**src/rtl/lsu_pkg.sv**
```systemverilog
// lsu_pkg: shared encodings for the load/store unit
//   op_e     request opcodes (loads 0..4, stores 5..7)
//   ERR_*    response error codes
//   state_e  bus sequencer states
//   TIMEOUT_DEFAULT  read-acknowledge wait limit in cycles
package lsu_pkg;

    typedef enum logic [2:0] {
        OP_LW  = 3'd0,
        OP_LH  = 3'd1,
        OP_LHU = 3'd2,
        OP_LB  = 3'd3,
        OP_LBU = 3'd4,
        OP_SW  = 3'd5,
        OP_SH  = 3'd6,
        OP_SB  = 3'd7
    } op_e;

    localparam logic [1:0] ERR_OK       = 2'd0;
    localparam logic [1:0] ERR_MISALIGN = 2'd1;
    localparam logic [1:0] ERR_TIMEOUT  = 2'd2;
    localparam logic [1:0] ERR_NOACK    = 2'd3;

    typedef enum logic [2:0] {
        S_IDLE,
        S_READ,
        S_MREAD,
        S_WRITE,
        S_WWAIT,
        S_RESP
    } state_e;

    localparam int TIMEOUT_DEFAULT = 16;

    function automatic logic misaligned(op_e op, logic [1:0] off);
        return (op == OP_LW || op == OP_SW) ? (off != 2'b00) :
               (op == OP_LH || op == OP_LHU || op == OP_SH) ? off[0] : 1'b0;
    endfunction

endpackage

```
**src/rtl/load_store_unit_lane.sv**
```systemverilog
// lsu_lane: byte/halfword lane extraction and merge
//   op         opcode selecting width and extension
//   off        byte offset within the word
//   rword      word read from the bus
//   wlow       low halfword of the store data
//   load_data  extracted, extended load result
//   merged     rword with the addressed lane(s) replaced by store data
module lsu_lane
    import lsu_pkg::*;
(
    input  logic [2:0]  op,
    input  logic [1:0]  off,
    input  logic [31:0] rword,
    input  logic [15:0] wlow,
    output logic [31:0] load_data,
    output logic [31:0] merged
);

    logic [7:0]  b;
    logic [15:0] h;

    always_comb begin
        b         = rword[8*off +: 8];
        h         = off[1] ? rword[31:16] : rword[15:0];
        load_data = op == OP_LB  ? {{24{b[7]}}, b} :
                    op == OP_LBU ? {24'b0, b} :
                    op == OP_LH  ? {{16{h[15]}}, h} :
                    op == OP_LHU ? {16'b0, h} : rword;
        merged    = rword;
        if (op == OP_SB)
            merged[8*off +: 8] = wlow[7:0];
        else if (op == OP_SH)
            merged[16*off[1] +: 16] = wlow;
    end

endmodule

```
**src/rtl/load_store_unit.sv**
```systemverilog
// load_store_unit: MEM-stage bus initiator for word-aligned loads/stores
//   clk, reset            clock; asynchronous active-low reset
//   req_valid/ready       request handshake (ready only in IDLE)
//   req_op/addr/wdata     opcode, byte address, store data
//   resp_valid            one-cycle completion pulse
//   resp_rdata/err        extended load data; error code
//   bus_read/write        bus strobes (mutually exclusive)
//   bus_addr/wdata        word-aligned address and write data
//   bus_rdata             read data
//   bus_read_acc          same-cycle read acknowledge
//   bus_write_acc         acknowledge one cycle after the write strobe
module load_store_unit
    import lsu_pkg::*;
#(
    parameter int TIMEOUT = TIMEOUT_DEFAULT
) (
    input  logic        clk,
    input  logic        reset,
    input  logic        req_valid,
    output logic        req_ready,
    input  logic [2:0]  req_op,
    input  logic [31:0] req_addr,
    input  logic [31:0] req_wdata,
    output logic        resp_valid,
    output logic [31:0] resp_rdata,
    output logic [1:0]  resp_err,
    output logic        bus_read,
    output logic        bus_write,
    output logic [31:0] bus_addr,
    output logic [31:0] bus_wdata,
    input  logic [31:0] bus_rdata,
    input  logic        bus_read_acc,
    input  logic        bus_write_acc
);

    localparam int CW = $clog2(TIMEOUT + 1);

    state_e          state_q, state_d;
    op_e             op_q, op_d;
    logic [31:0]     addr_q, addr_d;
    logic [31:0]     wdata_q, wdata_d;
    logic [31:0]     data_q, data_d;
    logic [1:0]      err_q, err_d;
    logic [CW-1:0]   cnt_q, cnt_d;
    logic [31:0]     load_data, merged;
    op_e             req_op_e;

    assign req_op_e = op_e'(req_op);

    lsu_lane u_lane (
        .op        (op_q),
        .off       (addr_q[1:0]),
        .rword     (bus_rdata),
        .wlow      (wdata_q[15:0]),
        .load_data (load_data),
        .merged    (merged)
    );

    always_comb begin
        state_d = state_q;
        op_d    = op_q;
        addr_d  = addr_q;
        wdata_d = wdata_q;
        data_d  = data_q;
        err_d   = err_q;
        cnt_d   = cnt_q;
        case (state_q)
            S_IDLE: if (req_valid) begin
                op_d    = req_op_e;
                addr_d  = req_addr;
                wdata_d = req_wdata;
                data_d  = '0;
                cnt_d   = '0;
                err_d   = misaligned(req_op_e, req_addr[1:0]) ? ERR_MISALIGN : ERR_OK;
                state_d = misaligned(req_op_e, req_addr[1:0]) ? S_RESP :
                          req_op_e == OP_SW ? S_WRITE :
                          (req_op_e == OP_SH || req_op_e == OP_SB) ? S_MREAD : S_READ;
            end
            S_READ, S_MREAD: if (bus_read_acc) begin
                // A load finishes here; a partial store carries the merged word into WRITE.
                state_d = state_q == S_READ ? S_RESP : S_WRITE;
                if (state_q == S_READ)
                    data_d = load_data;
                else
                    wdata_d = merged;
            end else if (cnt_q == CW'(TIMEOUT - 1)) begin
                err_d   = ERR_TIMEOUT;
                state_d = S_RESP;
            end else begin
                cnt_d = cnt_q + 1'b1;
            end
            S_WRITE: state_d = S_WWAIT;
            S_WWAIT: begin
                err_d   = bus_write_acc ? ERR_OK : ERR_NOACK;
                state_d = S_RESP;
            end
            S_RESP:  state_d = S_IDLE;
            default: state_d = S_IDLE;
        endcase
    end

    always_ff @(posedge clk or negedge reset) begin
        if (!reset) begin
            state_q <= S_IDLE;
            op_q    <= OP_LW;
            addr_q  <= '0;
            wdata_q <= '0;
            data_q  <= '0;
            err_q   <= ERR_OK;
            cnt_q   <= '0;
        end else begin
            state_q <= state_d;
            op_q    <= op_d;
            addr_q  <= addr_d;
            wdata_q <= wdata_d;
            data_q  <= data_d;
            err_q   <= err_d;
            cnt_q   <= cnt_d;
        end
    end

    assign req_ready  = state_q == S_IDLE;
    assign resp_valid = state_q == S_RESP;
    assign resp_rdata = resp_valid ? data_q : '0;
    assign resp_err   = resp_valid ? err_q : ERR_OK;
    assign bus_read   = state_q == S_READ || state_q == S_MREAD;
    assign bus_write  = state_q == S_WRITE;
    assign bus_addr   = {addr_q[31:2], 2'b00};
    assign bus_wdata  = wdata_q;

endmodule

```
**config.mk**
```make
export PLATFORM = sky130hd
export DESIGN_NAME = load_store_unit
export DESIGN_NICKNAME = d
export VERILOG_FILES = /design/src/rtl/lsu_pkg.sv /design/src/rtl/load_store_unit_lane.sv /design/src/rtl/load_store_unit.sv
export SDC_FILE = /design/constraint.sdc
export NUM_CORES = 1
export LEC_CHECK = 0
export BUFFER_PORTS_ARGS = -buffer_cell sky130_fd_sc_hd__buf_2
export CORE_ASPECT_RATIO = 1.4
export CORE_UTILIZATION = 25
export CTS_BUF_LIST = sky130_fd_sc_hd__clkbuf_4
export CTS_CLUSTER_SIZE = 28
export DETAILED_ROUTE_END_ITERATION = 6
export PLACE_DENSITY = 0.49
export SYNTH_ARGS = -nofsm -noshare
export SYNTH_HDL_FRONTEND = slang
export SYNTH_HIERARCHICAL = 1
export SYNTH_SLANG_ARGS = --single-unit
```
**constraint.sdc**
```tcl
create_clock -name clk -period 2.86 [get_ports clk]
set_input_delay 0 -clock clk [delete_from_list [all_inputs] [get_ports clk]]
set_output_delay 0 -clock clk [all_outputs]
set_load 0.02 [all_outputs]
```
After elaboration in Yosys (flattened, before gate mapping)
Index checks and enable logic that the tools add are counted.
- register bits: 109
- input port bits: 104
- reduce and logical (&&, ||, !) cells: 17
- equality and inequality tests: 25
- shift operators: 5
- add/subtract/negate cells: 3
- multiplexer cells: 39
- operator list (cell ; count):
    $mux W32 ; 13
    $pmux W32 S2 ; 2
    $neg A5 Y34 ; 2
    $bwmux W32 ; 2
    $shift A16 B34 Y32 const A ; 1
    $shift A8 B34 Y32 const A ; 1
    $shiftx A16 B34 Y32 ; 1
    $shiftx A8 B34 Y32 ; 1
    $shiftx A32 B6 Y8 ; 1
    $eq A3 B3 Y1 const B ; 8
    $mux W16 ; 1
    $reduce_and A4 Y1 ; 4
    $eq A3 B2 Y1 const B ; 5
    $mux W3 ; 5
    $mux W5 ; 3
    $mux W2 ; 7
    $ne A2 B2 Y1 const B ; 7
    $pmux W3 S4 ; 1
    $pmux W5 S2 ; 1
    $eq A3 B1 Y1 const B ; 3
    $logic_not A3 Y1 ; 2
    $pmux W2 S3 ; 1
    $add A5 B1 Y5 const B ; 1
    $eq A5 B4 Y1 const B ; 1
    7 further kinds ; 15

Depth between registers and ports, before layout
Gate-level depths: netlist (run 1).
- depth after elaboration: 8
- depth in mapped cells: 11

Hierarchy
Netlist (run 1), hierarchy kept.
- by module, submodules not included (module ; cells each ; sequential area each (um2) ; area an instance (um2) ; instances):
    load_store_unit ; 435 ; 2727.6 ; 5188.7 ; 1
    lsu_lane ; 259 ; 0.0 ; 1785.5 ; 1

Worst setup path before layout (run 1)
No wires, ideal clock.
- kind: reg-to-reg
- from: register addr_q[1]
- to: register wdata_q[13] (netlist: bus_wdata[13])
- clock period less this slack: 2229 ps
- slack: 631 ps
- library setup time: 77 ps
- stages on the path, launching flop included: 12
- required time: 2783 ps
- arrival: 2152 ps
- path buffers: 3
- cells stage by stage: dfrtp_1 buf_2 inv_1 buf_2 ha_1 nor3b_2 and3_1 buf_4 a221oi_1 a211oi_2 mux2i_1 a21oi_1
- cells in the longest elaborated chain, start to end: 8
- ends and longest elaborated chain (what ; RTL line ; RTL):
    start: declaration ; load_store_unit.sv:40 ; logic [31:0] addr_q, addr_d;
    start signal: assignment ; load_store_unit.sv:114 ; addr_q <= addr_d;
    $neg A5 Y34 ; load_store_unit_lane.sv:33 ; merged[16*off[1] +: 16] = wlow;
    $shiftx A16 B34 Y32 or $shift A16 B34 Y32 (tied branches) ; load_store_unit_lane.sv:33 ;
    $bwmux W32 ; load_store_unit_lane.sv:33 ;
    $mux W32 ; load_store_unit_lane.sv:32 ; else if (op == OP_SH)
    $mux W32 (*) ; load_store_unit_lane.sv:30 ; if (op == OP_SB)
    via merged[13] ; load_store_unit.sv:45 ; logic [31:0] load_data, merged;
    $mux W32 (*) ; load_store_unit.sv:82 ; if (state_q == S_READ)
    $mux W32 (*) ; load_store_unit.sv:79 ; S_READ, S_MREAD: if (bus_read_acc) begin
    $pmux W32 S2 (*) ; load_store_unit.sv:67 ; case (state_q)
    end signal: assignment ; load_store_unit.sv:115 ; wdata_q <= wdata_d;
    end: declaration ; load_store_unit.sv:41 ; logic [31:0] wdata_q, wdata_d;
The timed path passes the listed nets; every way through them passes the cells marked *. The select of a mux whose other input is x is not followed.
A chain may end at the register's enable or synchronous reset.

Worst setup path in the final report (run 1)
Same ends and word-level chain as after synthesis.

==> summary by stage, run 1 <==
Timing
The final hold violation count is 0. The actual slew at the worst max-slew pin is 0.7164 ns. The post-route fraction of the period consumed by the critical path is 0.9466. The final number of max-transition violations is 0.

The post-layout minimum cycle time is 2.707 ns. After routing, the total negative slack on setup checks comes to 0 ns. Measured against its own limit, the worst slew margin works out to 0.5195. The setup violation total in the final timing report is 0. The achievable frequency is 369.4 MHz. Setup repair after global routing left no endpoint under its margin. For the final database, setup skew stands at 0.02354 ns.

Yosys
Of the post-synthesis cell area, the dominant cell type holds 0.3911. Of all cell types, the one taking the most synthesized area is dfrtp_1. dfrtp_1 is the most common cell in the netlist.

The number of enable-type register cells in the synthesized netlist is 0. Synthesis handed over a netlist of 694 instances. The post-synthesis xor/xnor area fraction is 0.006100.

The mux cell area share after synthesis is 0.1457. The share of synthesized flip-flops with an asynchronous set or reset is 1.000. The synthesized design contains 109 register bits. The share of the Yosys chip area taken by registers is 0.3911. The number of synthesis warnings is 6. The most frequently used flop master after synthesis is dfrtp_1. After synthesis, the cell types taking the most area are dfrtp_1 (39%), mux2i_1 (6.2%), a22o_1 (6.0%). By area, the combinational part of the netlist is dominated by compound AO/OA/AOI/OAI gates. The post-synthesis share of cell area spent on and, or, nand and nor gates is 0.1552. The synthesized-area fraction occupied by ao, oa, aoi and oai cells is 0.1954. In this run the cell area of the synthesized design comes to 6974 um^2. The average instance in the mapped netlist occupies 10.05 um^2. Of the total synthesized cell area, the portion taken by full adders, half adders and majority gates is 0.01399. The netlist uses 68 different library cells. The commonest cells after synthesis are dfrtp_1 (109), nand2_1 (53), a22o_1 (48).

Clocking
The CTS tree is built. After clock tree synthesis, the setup repair step added 0 buffers. In this run the number of H-tree levels came out at 3. Clock-pin slew was measured on the worst setup and hold paths at 0.17 ns.

Counting along the longest clock path gives a buffer depth of 2. Counting the buffers created by CTS gives 9. The tree is rooted in a clkbuf_4. The number of clock sinks seen by CTS is 109. For the worst-skew pair, the clock arrives at the later sink with an insertion delay of 0.52 ns.

Setup path
The worst stage delay on the critical path is 0.58 ns. Data on the critical path is required at its endpoint by 3.31 ns. The depth of the worst register-to-register path is 9. The critical path goes through inv_1 -> ha_1 -> nor3b_4 -> and3_4 -> a221oi_1 -> a211oi_2 -> mux2i_1 -> dlygate4sd3_1 -> a21oi_1. The maximum fanout along the worst path is 10. The kind of capture point of the worst setup path is a flop. The worst register-to-register path ends at bus_wdata[13]$_DFFE_PN0P_. The startpoint identified for the worst register-to-register timing path is addr_q[1]$_DFFE_PN0P_. The launching element type of the critical path is a flop.

The flop-to-flop setup slack is 0.15 ns. The worst setup path is of the reg2reg kind. The cell with the largest stage delay on the worst path is dlygate4sd3_1. At the worst endpoint, the arrival time is 3.16 ns.

Cells and area
Of the cells placed in the final design, the portion with a size suffix greater than 1 is 0.3122. The layout has 2904 filler cells. The finished layout holds 1335 standard cells, fillers aside. The final layout contains 1070 nets.

From synthesis to final layout, the design area changed by 33.66%. In the final layout, flip-flops and latches occupy 2730 um^2. The multi-input logic area is 3632 um^2.

Min path
The worst hold-check path type is in2reg. The worst hold path was traced through 4 stages. The hold path startpoint is bus_rdata[9]. The endpoint with the worst hold slack is data_q[9]$_DFFE_PN0P_.

Floorplanning
From bottom edge to top edge, the die measures 199.6 um. The floorplan step defined a die boundary enclosing 28580 um^2. In this run the horizontal extent of the chip is 143.2 um. In this run the count of I/O pins placed on the die edge is 206. The area of the core is 27570 um^2. The initial cell density of the core is 0.2530.

The row count is 72.

Global routing
The global-route usage over all layers is 0.1713. The via count of the first global-routing pass is 6253. The sum of overflow across all layers after global routing is 0. The wire length of the first global-routing pass is 36.40 mm. The initial antenna violation count is 1.

Entering global routing, the biggest net connects 65 pins.

Placed design
The final weighted congestion in routability-driven placement is 0.8741. After legalization and detailed placement, the total HPWL measured 17.31 mm. The cell count after placement is 1201. Input and output buffers added on the ports amount to 203.

Route
The DRC marker count from the first detailed-route iteration is 292. Detailed routing inserted a total of 6328 vias. The post-detailed-routing wire length is 24.10 mm.

The routed via count divided by cell count is 4.740. The total iterations of the first detailed-routing run is 5. The average detailed-routed wire length per instance is 18.05 um. The remaining routing DRC violations is 0.

The residual antenna-violating net count after detailed routing is 0.

Power and ir drop
The power density over the cells is 1020 nW/um^2. The maximum ir drop on the vdd rail is 0.0004927 V. The leakage power summed over all cells is 4.376 nW.

Status
The flow ran to the end, and the final reports show no timing, DRC or antenna violations.

Run
The tool flagged a number of max-cap violations equal to 0.
## placed cells by master (no fill, tap or decap), types with 36 or more instances in the layout
cell           count
a21oi_1           42
a22o_1            48
and2_1            37
buf_2            202
dfrtp_1          107
dlygate4sd3_1    116
mux2_2            36
mux2i_1           43
nand2_1           53
nor2_1            47
## per-layer routing
layer  track usage  part of all wire
met1        0.2062              0.41
met2        0.2916              0.50
met3       0.03187             0.054
met4       0.08244             0.035
met5             0                 0
## critical path: cells and delay by family (launching register included)
kind            cells  cell delay [ns]
flops               1             0.38
fa+ha+maj           1             0.31
simple gates        2             0.67
mux                 1             0.09
buf+inv             2             0.75
compound gates      3             0.46
## layout make-up
cell class | count | share of cell area
sequential | 109 | 0.2929
inverter | 11 | 0.004430
multi-input combinational | 493 | 0.3897
tap | 370 | 0.04966
clock buffer | 9 | 0.007248
timing repair buffer | 335 | 0.2507
clock inverter | 7 | 0.005101
antenna | 1 | 0.0002685
## stage by stage
| step | worst slack (ns) | utilization | instance area (um^2) | hold slack (ns) | total power, W |
|---|---|---|---|---|---|
| floorplan | 0.6310 | - | 6978 | -0.2956 | 0.007298 |
| global placement | 0.6328 | 0.2905 | 8009 | 0.06369 | 0.008448 |
| detailed placement | 0.6017 | 0.2905 | 8009 | 0.06510 | 0.008485 |
| CTS | 0.03295 | 0.3376 | 9305 | 0.004836 | 0.009571 |
| global route | 0.02148 | 0.3381 | 9321 | 0.02058 | 0.01027 |
| finish | 0.1528 | 0.3381 | 9321 | 0.03769 | 0.009504 |
## flip-flops by register name, summed over array words and instances (netlist names)
| signal | cells |
|---|---|
| bus_wdata | 32 |
| op_q | 3 |
| err_q | 2 |
| addr_q | 32 |
| data_q | 32 |
| state_q | 3 |
| cnt_q | 5 |
## power breakdown
group	switching, W	total (W)	leakage [nW]	internal [W]
clock	0.000572	0.000753	0.0658	0.000181
combinational	0.00332	0.00578	2.98	0.00246
sequential	0.000688	0.00297	1.33	0.00228
## worst max-delay path by stage
| stage | from | to | depth (start not counted) |
|---|---|---|---|
| 6_report | addr_q[1]$_DFFE_PN0P_ | bus_wdata[13]$_DFFE_PN0P_ | 9 |
| 5_1_grt | addr_q[1]$_DFFE_PN0P_ | bus_wdata[13]$_DFFE_PN0P_ | 9 |
| 4_1_cts | addr_q[1]$_DFFE_PN0P_ | bus_wdata[13]$_DFFE_PN0P_ | 9 |
| 3_3_place_gp | addr_q[1]$_DFFE_PN0P_ | bus_wdata[13]$_DFFE_PN0P_ | 8 |
| 2_1_floorplan | addr_q[1]$_DFFE_PN0P_ | bus_wdata[13]$_DFFE_PN0P_ | 11 |
| 3_5_place_dp | addr_q[1]$_DFFE_PN0P_ | bus_wdata[13]$_DFFE_PN0P_ | 8 |
## cell families after synthesis
family / Yosys count
buffers and inverters: 93
other: 1
AND/OR/NAND/NOR: 203
XOR/XNOR: 4
multiplexers: 87
flip-flops: 109
AO/OA/AOI/OAI: 189
adder cells (fa/ha/maj): 8
## repair_timing
| action | 4_1_cts | 5_1_grt |
|---|---|---|
| hold buffers | 117 | 0 |
| hold endpoints to repair | 186 | 0 |
| endpoints found under the setup margin | 0 | 13 |
| gates resized for setup | 0 | 5 |
Note: power is estimated with default switching activity, not from simulation.
==> inputs of run 2 (changes only) <==
--- a/config.mk
+++ b/config.mk
@@ -12,6 +12,7 @@
 export CTS_CLUSTER_SIZE = 28
 export DETAILED_ROUTE_END_ITERATION = 6
 export PLACE_DENSITY = 0.49
+export SETUP_SLACK_MARGIN = 0.5
 export SYNTH_ARGS = -nofsm -noshare
 export SYNTH_HDL_FRONTEND = slang
 export SYNTH_HIERARCHICAL = 1
==> run 2 against run 1 <==
  * Non-clock buffer count shrank 12
  * Largest power group unchanged
  * Critical path type unchanged
  * Wire length about the same
  * Fmax up 21%
==> summary by stage, run 2 (same netlist as run 1, synthesis figures left out) <==
Floorplanning
The die extent in x is 143.2 um. The core region is 27570 um^2. In this run the vertical extent of the chip is 199.6 um.

The initial cell density of the core is 0.2530. The total die area is 28580 um^2. The initialized floorplan defines 72 standard-cell rows. 206 I/O pins were placed.

Placed design
The wire-length estimate of the detail-placed layout is 17.31 mm. The final weighted congestion in routability-driven placement is 0.8741. Buffers placed on the I/O ports in this run total 203. The placed instance area is 8009 um^2.

Min path
In this run the worst hold path is classified as in2reg.

Timing
At the pin with the least slew margin, the transition time is 0.7367 ns. The final hold violation count is 0. Across the routed clock network, the largest skew measured is 0.02777 ns. The final number of max-transition violations is 0. The post-route fraction of the period consumed by the critical path is 0.7818.

The post-layout minimum cycle time is 2.236 ns. The post-route setup TNS is 0 ns. Setup repair after global routing left no endpoint under its margin. The setup violation total in the final timing report is 0. The headroom to the max-slew limit is 0.5059. The achievable frequency is 447.2 MHz.

Setup path
The worst setup path is launched from a flop. For this design, the slowest cell found on the critical path is dfrtp_1. The signal on the critical path passes through xor2_1 -> nand2_2 -> o32ai_1 -> mux2i_1 -> dlygate4sd3_1. Data on the critical path is required at its endpoint by 3.33 ns.

Along the worst path, the maximum fanout reaches 18. The data arrival time at the worst-slack endpoint is 2.70 ns. For this run, the slowest stage of the critical path takes 0.80 ns. By startpoint and endpoint, the worst setup path is classified as reg2reg.

STA classifies the critical path endpoint as a flop.

Cells and area
The library cells used most frequently in the layout, excluding fill and tap cells, are buf_2 (202), dfrtp_1 (105), dlygate4sd3_1 (104). Of the cells placed in the final design, the portion with a size suffix greater than 1 is 0.3214. The fill cell total of the finished layout is 2913.

The net count of the finished layout is 1058. Summing all multi-input logic gate instances after layout gives 3636 um^2. The most frequent standard cell in the layout excluding fill and tap cells is buf_2. The register area is 2733 um^2. Relative to the synthesized area, the layout overhead comes to 32.02%. The finished layout cell area is 9208 um^2.

Clocking
The number of clock sinks seen by CTS is 109. The TritonCTS buffer count is 9. The H-tree was split into 3 levels.

The root buffer cell chosen for the clock tree is clkbuf_4. The number of buffers between clock root and the deepest sink is 2. The later-pin clock latency in the skew report is 0.53 ns.

After clock tree synthesis, the clock-pin slew on the worst setup and hold paths is 0.17 ns. The CTS tree is built.

Route
In the routed design, unresolved DRC markers number 0. Dividing the detail-routed via count by the number of cells gives 4.779. The average detailed-routed wire length per instance is 18.20 um. Once detail routing completed, the nets flagged for antenna violations numbered 0. The post-detailed-routing wire length is 24.08 mm. The total number of vias is 6323. The DRC marker count from the first detailed-route iteration is 273.

Before antenna repair, the detailed router went through 5 iterations.

Global routing
The met1 demand-to-capacity share in global routing is 0.2052. The initial antenna violation count came to 1. In the global route stage, met3 resource usage came out at 0.03235. In the global route stage, overall resource usage came out at 0.1712. Summed over all layers, the global routing overflow is 0. Entering global routing, the biggest net connects 65 pins. The met2 usage in global routing is 0.2945.

The via count of the first global-routing pass was 6240. The first global-routing pass estimated 36.35 mm of wire. After global routing, the most crowded layer is met2.

Status
The flow ran to the end, and the final reports show no timing, DRC or antenna violations.

Power and ir drop
Power comes to 0.009347 W. For this design the ratio of total power to cell area is 1015 nW/um^2. The maximum ir drop on the vdd rail is 0.0004267 V. In this run the static leakage power is 4.326 nW.

Run
The max-cap check violation count is 0.
[run 2: layer usage]
layer | vias to the layer above | part of all wire | routed length [um]
met5 | - | 0 | 0
met4 | 0 | 0.034 | 810
met3 | 48 | 0.057 | 1380
met2 | 246 | 0.50 | 12080
met1 | 3021 | 0.41 | 9808
li1 | 3008 | - | -
[run 2: worst paths after layout]
path | start | end | slack [ns] | cells after the start
worst max-delay path | state_q[1]$_DFFE_PN0P_ | err_q[0]$_DFFE_PN0P_ | 0.62 | 5
worst min-delay path | bus_rdata[9] | data_q[9]$_DFFE_PN0P_ | 0.03 | 4
worst max register to register | state_q[1]$_DFFE_PN0P_ | err_q[0]$_DFFE_PN0P_ | 0.62 | 5
worst min register to register | data_q[15]$_DFFE_PN0P_ | data_q[15]$_DFFE_PN0P_ | 0.52 | 1
max in group asynchronous | reset | bus_wdata[12]$_DFFE_PN0P_ | 1.72 | 4
min in group asynchronous | reset | err_q[0]$_DFFE_PN0P_ | 0.48 | 3
[run 2: timing repair]
| action | CTS | global route |
|---|---|---|
| hold buffers | 105 | 0 |
| endpoints found under the hold margin | 186 | 0 |
| buffers inserted | 0 | 0 |
| setup endpoints to repair | 2 | 55 |
| gates resized for setup | 1 | 8 |
| pin swaps | 0 | 0 |
[run 2: stage by stage]
step / util / hold slack (ns) / std cells / setup WS, ns
6_report: 0.3340 / 0.03468 / 1323 / 0.6240
4_1_cts: 0.3332 / 0.004836 / 1322 / 0.5249
3_3_place_gp: 0.2905 / 0.06369 / 1201 / 0.6328
3_5_place_dp: 0.2905 / 0.06510 / 1201 / 0.6017
5_1_grt: 0.3340 / 0.02349 / 1323 / 0.5017
2_1_floorplan: - / -0.2956 / 695 / 0.6310
[run 2: worst max-delay path, delay by kind of cell, from the launching register on]
kind / cells / cell delay [ns]
XOR/XNOR: 1 / 0.22
AO/OA/AOI/OAI: 1 / 0.25
AND/OR/NAND/NOR: 1 / 0.14
multiplexers: 1 / 0.23
buffers and inverters: 1 / 0.56
flip-flops: 1 / 0.80
[run 2: layout make-up]
class / count / area share
Multi-Input combinational cell: 493 / 0.3949
Sequential cell: 109 / 0.2968
Timing Repair Buffer: 323 / 0.2408
Tap cell: 370 / 0.05028
Clock buffer: 9 / 0.007338
Clock inverter: 7 / 0.005164
Inverter: 11 / 0.004484
Antenna cell: 1 / 0.0002718
[run 2: power by group]
group / switching [W] / internal (W)
Combinational: 0.00330 / 0.00232
Clock: 0.000577 / 0.000181
Sequential: 0.000686 / 0.00229
Total: 0.00456 / 0.00479
==> inputs of run 3 (changes only) <==
--- a/config.mk
+++ b/config.mk
@@ -11,7 +11,7 @@
 export CTS_BUF_LIST = sky130_fd_sc_hd__clkbuf_4
 export CTS_CLUSTER_SIZE = 28
 export DETAILED_ROUTE_END_ITERATION = 6
-export PLACE_DENSITY = 0.49
+export PLACE_DENSITY = 0.5
 export SETUP_SLACK_MARGIN = 0.5
 export SYNTH_ARGS = -nofsm -noshare
 export SYNTH_HDL_FRONTEND = slang
==> constraint.sdc (replaced) <==
create_clock -name clk -period 1.85 [get_ports clk]
set_input_delay 0 -clock clk [delete_from_list [all_inputs] [get_ports clk]]
set_output_delay 0 -clock clk [all_outputs]
set_load 0.02 [all_outputs]
==> run 3 against run 2 <==
  * The flow now finishes with violations (hold timing, setup timing)
  * Hold slack got worse by 0.058 ns
  * Count of clock-buffer cells in the layout unchanged
  * Design area rose by 24%
  * Fmax increased by 17%
  * Clock power up 73%
  * Critical path depth up 4
  * Power up 100%
  * Non-clock buffer count increased by 110
  * Wire length grew 15%
  * Critical endpoint is now bus_wdata[10]$_DFFE_PN0P_
  * Largest cell class unchanged
  * Highest routed layer unchanged
==> summary by stage, run 3 (same netlist as run 1, synthesis figures left out) <==
Floorplanning
During I/O placement, the number of pins put on the boundary was 206. The row count is 72. The height of the die is 199.6 um. The area of the core is 27570 um^2. The die is 143.2 um wide. The initial cell density of the core is 0.2530. The floorplan step defined a die boundary enclosing 28580 um^2.

Power and ir drop
For this design the static power due to leakage is 5.302 nW. Dividing total power by cell area gives a power density of 1676 nW/um^2. IR analysis of the VDD net gives a maximum drop of 0.0007256 V. Power comes to 0.01914 W.

Global routing
The busiest layer in global routing is met2. The via count of the first global-routing pass is 6623. The met3 capacity usage during global routing is 0.02684. Across every metal layer, demand over resource in global routing totals 0.1821.

Entering global routing, the biggest net connects 65 pins. The initial antenna violation count is 1. The wire length of the first global-routing pass is 38.80 mm. The met2 usage in global routing is 0.3227. The met1 demand-to-capacity share in global routing is 0.2153. For this run the aggregate overflow at the end of global routing stands at 0.

Timing
Static timing analysis puts the maximum clock frequency at 524.8 MHz. The post-layout minimum cycle time is 1.906 ns. The post-route fraction of the period consumed by the critical path is 1.030. The actual slew at the worst max-slew pin is 0.8052 ns. The post-route setup TNS is -1.672 ns. The worst hold margin is -0.02318 ns. The setup violation total in the final timing report is 57.

Across the routed clock network, the largest skew measured is 0.02322 ns. The final number of max-transition violations is 0. Headroom to the max-slew limit came out at 0.4632. The final hold violation count was 25. The final worst-path setup slack is -0.05552 ns. Setup repair after global routing could not meet its margin everywhere.

Placed design
Detailed placement ended at an HPWL of 18.49 mm. Buffers placed on the I/O ports in this run total 203. The final weighted congestion in routability-driven placement is 0.8624.

Cells and area
In the final layout, the share of cells above drive strength 1 is 0.4901. The layout overhead on the synthesized area is 63.76%. The library cell used most frequently in the layout, excluding fill and tap cells, is buf_2. Summing all multi-input logic gate instances after layout gives 4245 um^2. Counting the fill cells in the layout gives 2694.

The top cell types in the final layout, fill and taps aside, are buf_2 (164), dlygate4sd3_1 (103), dfrtp_1 (96). At the end of the flow, the number of nets in the layout was 1170. Across the whole layout, storage elements account for 2744 um^2.

Clocking
The number of buffers between clock root and the deepest sink is 2. Buffers inserted during clock tree synthesis total 9. The clock-pin slew of the registers on the worst-case setup and hold paths is 0.19 ns. The CTS tree is built. The later-pin clock latency in the skew report is 0.54 ns. The cell at the root of the clock tree is clkbuf_4. The clock drives 109 sinks.

CTS built an H-tree with a depth of 3.

Min path
In this run the worst hold path is classified as in2async.

Route
The total iterations of the first detailed-routing run is 4. The average detailed-routed wire length per instance is 19.34 um. The routed via count divided by cell count is 4.778. The post-detailed-routing wire length is 27.75 mm. In the routed design, unresolved DRC markers number 0.

The residual antenna-violating net count after detailed routing is 0. The DRC marker count from the first detailed-route iteration is 297. The routed layout has 6857 vias.

Setup path
The reg-to-reg critical path startpoint is addr_q[1]$_DFFE_PN0P_. Tracing the worst setup path back leads to its startpoint at addr_q[1]$_DFFE_PN0P_. Data on the critical path arrives at its endpoint at 2.33 ns. The critical path is of the reg2reg type. Along the worst path, the maximum fanout reaches 6. The kind of capture point of the worst setup path is a flop. The launching element type of the critical path is a flop.

The endpoint required time on the critical path is 2.27 ns. The flop-to-flop setup slack is -0.06 ns. The depth of the worst register-to-register path is 9.

Status
The flow ran to the end, but the final reports show violations. The checks that failed: hold timing, setup timing.

Run
The max-cap check violation count is 0.
run 3: cell types whose count changed in the layout (fill, tap and decap cells not counted), sizes merged:
cell,change
clkinv,-1
diode,+1
nor2,+2
dlygate4sd3,-1
dlymetal6s4s,+1
inv,-4
buf,+103
clkinvlp,+3
bufinv,+1
clkbuf,+7
run 3: power breakdown:
| group | switching (W) | internal, W | total, W |
|---|---|---|---|
| sequential | 0.00107 | 0.00356 | 0.00463 |
| clock | 0.000908 | 0.000404 | 0.00131 |
| combinational | 0.00654 | 0.00666 | 0.0132 |
| total | 0.00852 | 0.0106 | 0.0191 |
run 3: timing repair:
action	4_1_cts	5_1_grt
endpoints found under the hold margin	209	1
gates cloned	4	12
setup buffers	31	13
setup endpoints to repair	151	151
gates resized for setup	116	101
pin swaps	19	62
hold buffers	103	1
run 3: cell type report:
| cell class | count | share of cell area |
|---|---|---|
| Antenna cell | 2 | 0.0004382 |
| Multi-Input combinational cell | 495 | 0.3717 |
| Clock buffer | 9 | 0.005916 |
| Timing Repair Buffer | 433 | 0.3303 |
| Clock inverter | 6 | 0.005697 |
| Tap cell | 370 | 0.04053 |
| Sequential cell | 109 | 0.2402 |
| Inverter | 11 | 0.005149 |
run 3: through the flow:
step	util	instance area, um^2	cells	setup WS [ns]	hold WS, ns
floorplan	-	7395	695	-0.08556	-0.2956
global placement	0.3204	8831	1254	-0.02412	0.05132
detailed placement	0.3204	8831	1254	-0.04149	0.05905
CTS	0.3904	10760	1407	-0.05716	-0.02270
global route	0.4142	11420	1434	-0.1373	0.01940
finish	0.4143	11420	1435	-0.05552	-0.02318
run 3: worst max-delay path, cell delays in order (launching register included):
cell,delay (ns)
dfrtp_2,0.49
inv_6,0.10
buf_4,0.11
ha_1,0.16
buf_4,0.14
clkinvlp_4,0.17
a221oi_2,0.33
a211oi_2,0.07
mux2i_1,0.14
a21oi_1,0.08
run 3: worst paths after layout:
check / endpoint
setup / recovery: bus_wdata[10]$_DFFE_PN0P_
hold / removal: bus_wdata[23]$_DFFE_PN0P_
setup reg to reg: bus_wdata[10]$_DFFE_PN0P_
hold reg to reg: cnt_q[4]$_DFFE_PN0P_
max in group asynchronous: state_q[2]$_DFFE_PN0P_
min in group clk: bus_wdata[31]$_DFFE_PN0P_
run 3: routing by layer:
metal	part of all wire	up-vias	wire length, um
met4	0.026	0	712
met3	0.041	44	1151
met5	0	-	0
li1	-	3244	-
met2	0.53	211	14790
met1	0.40	3358	11100
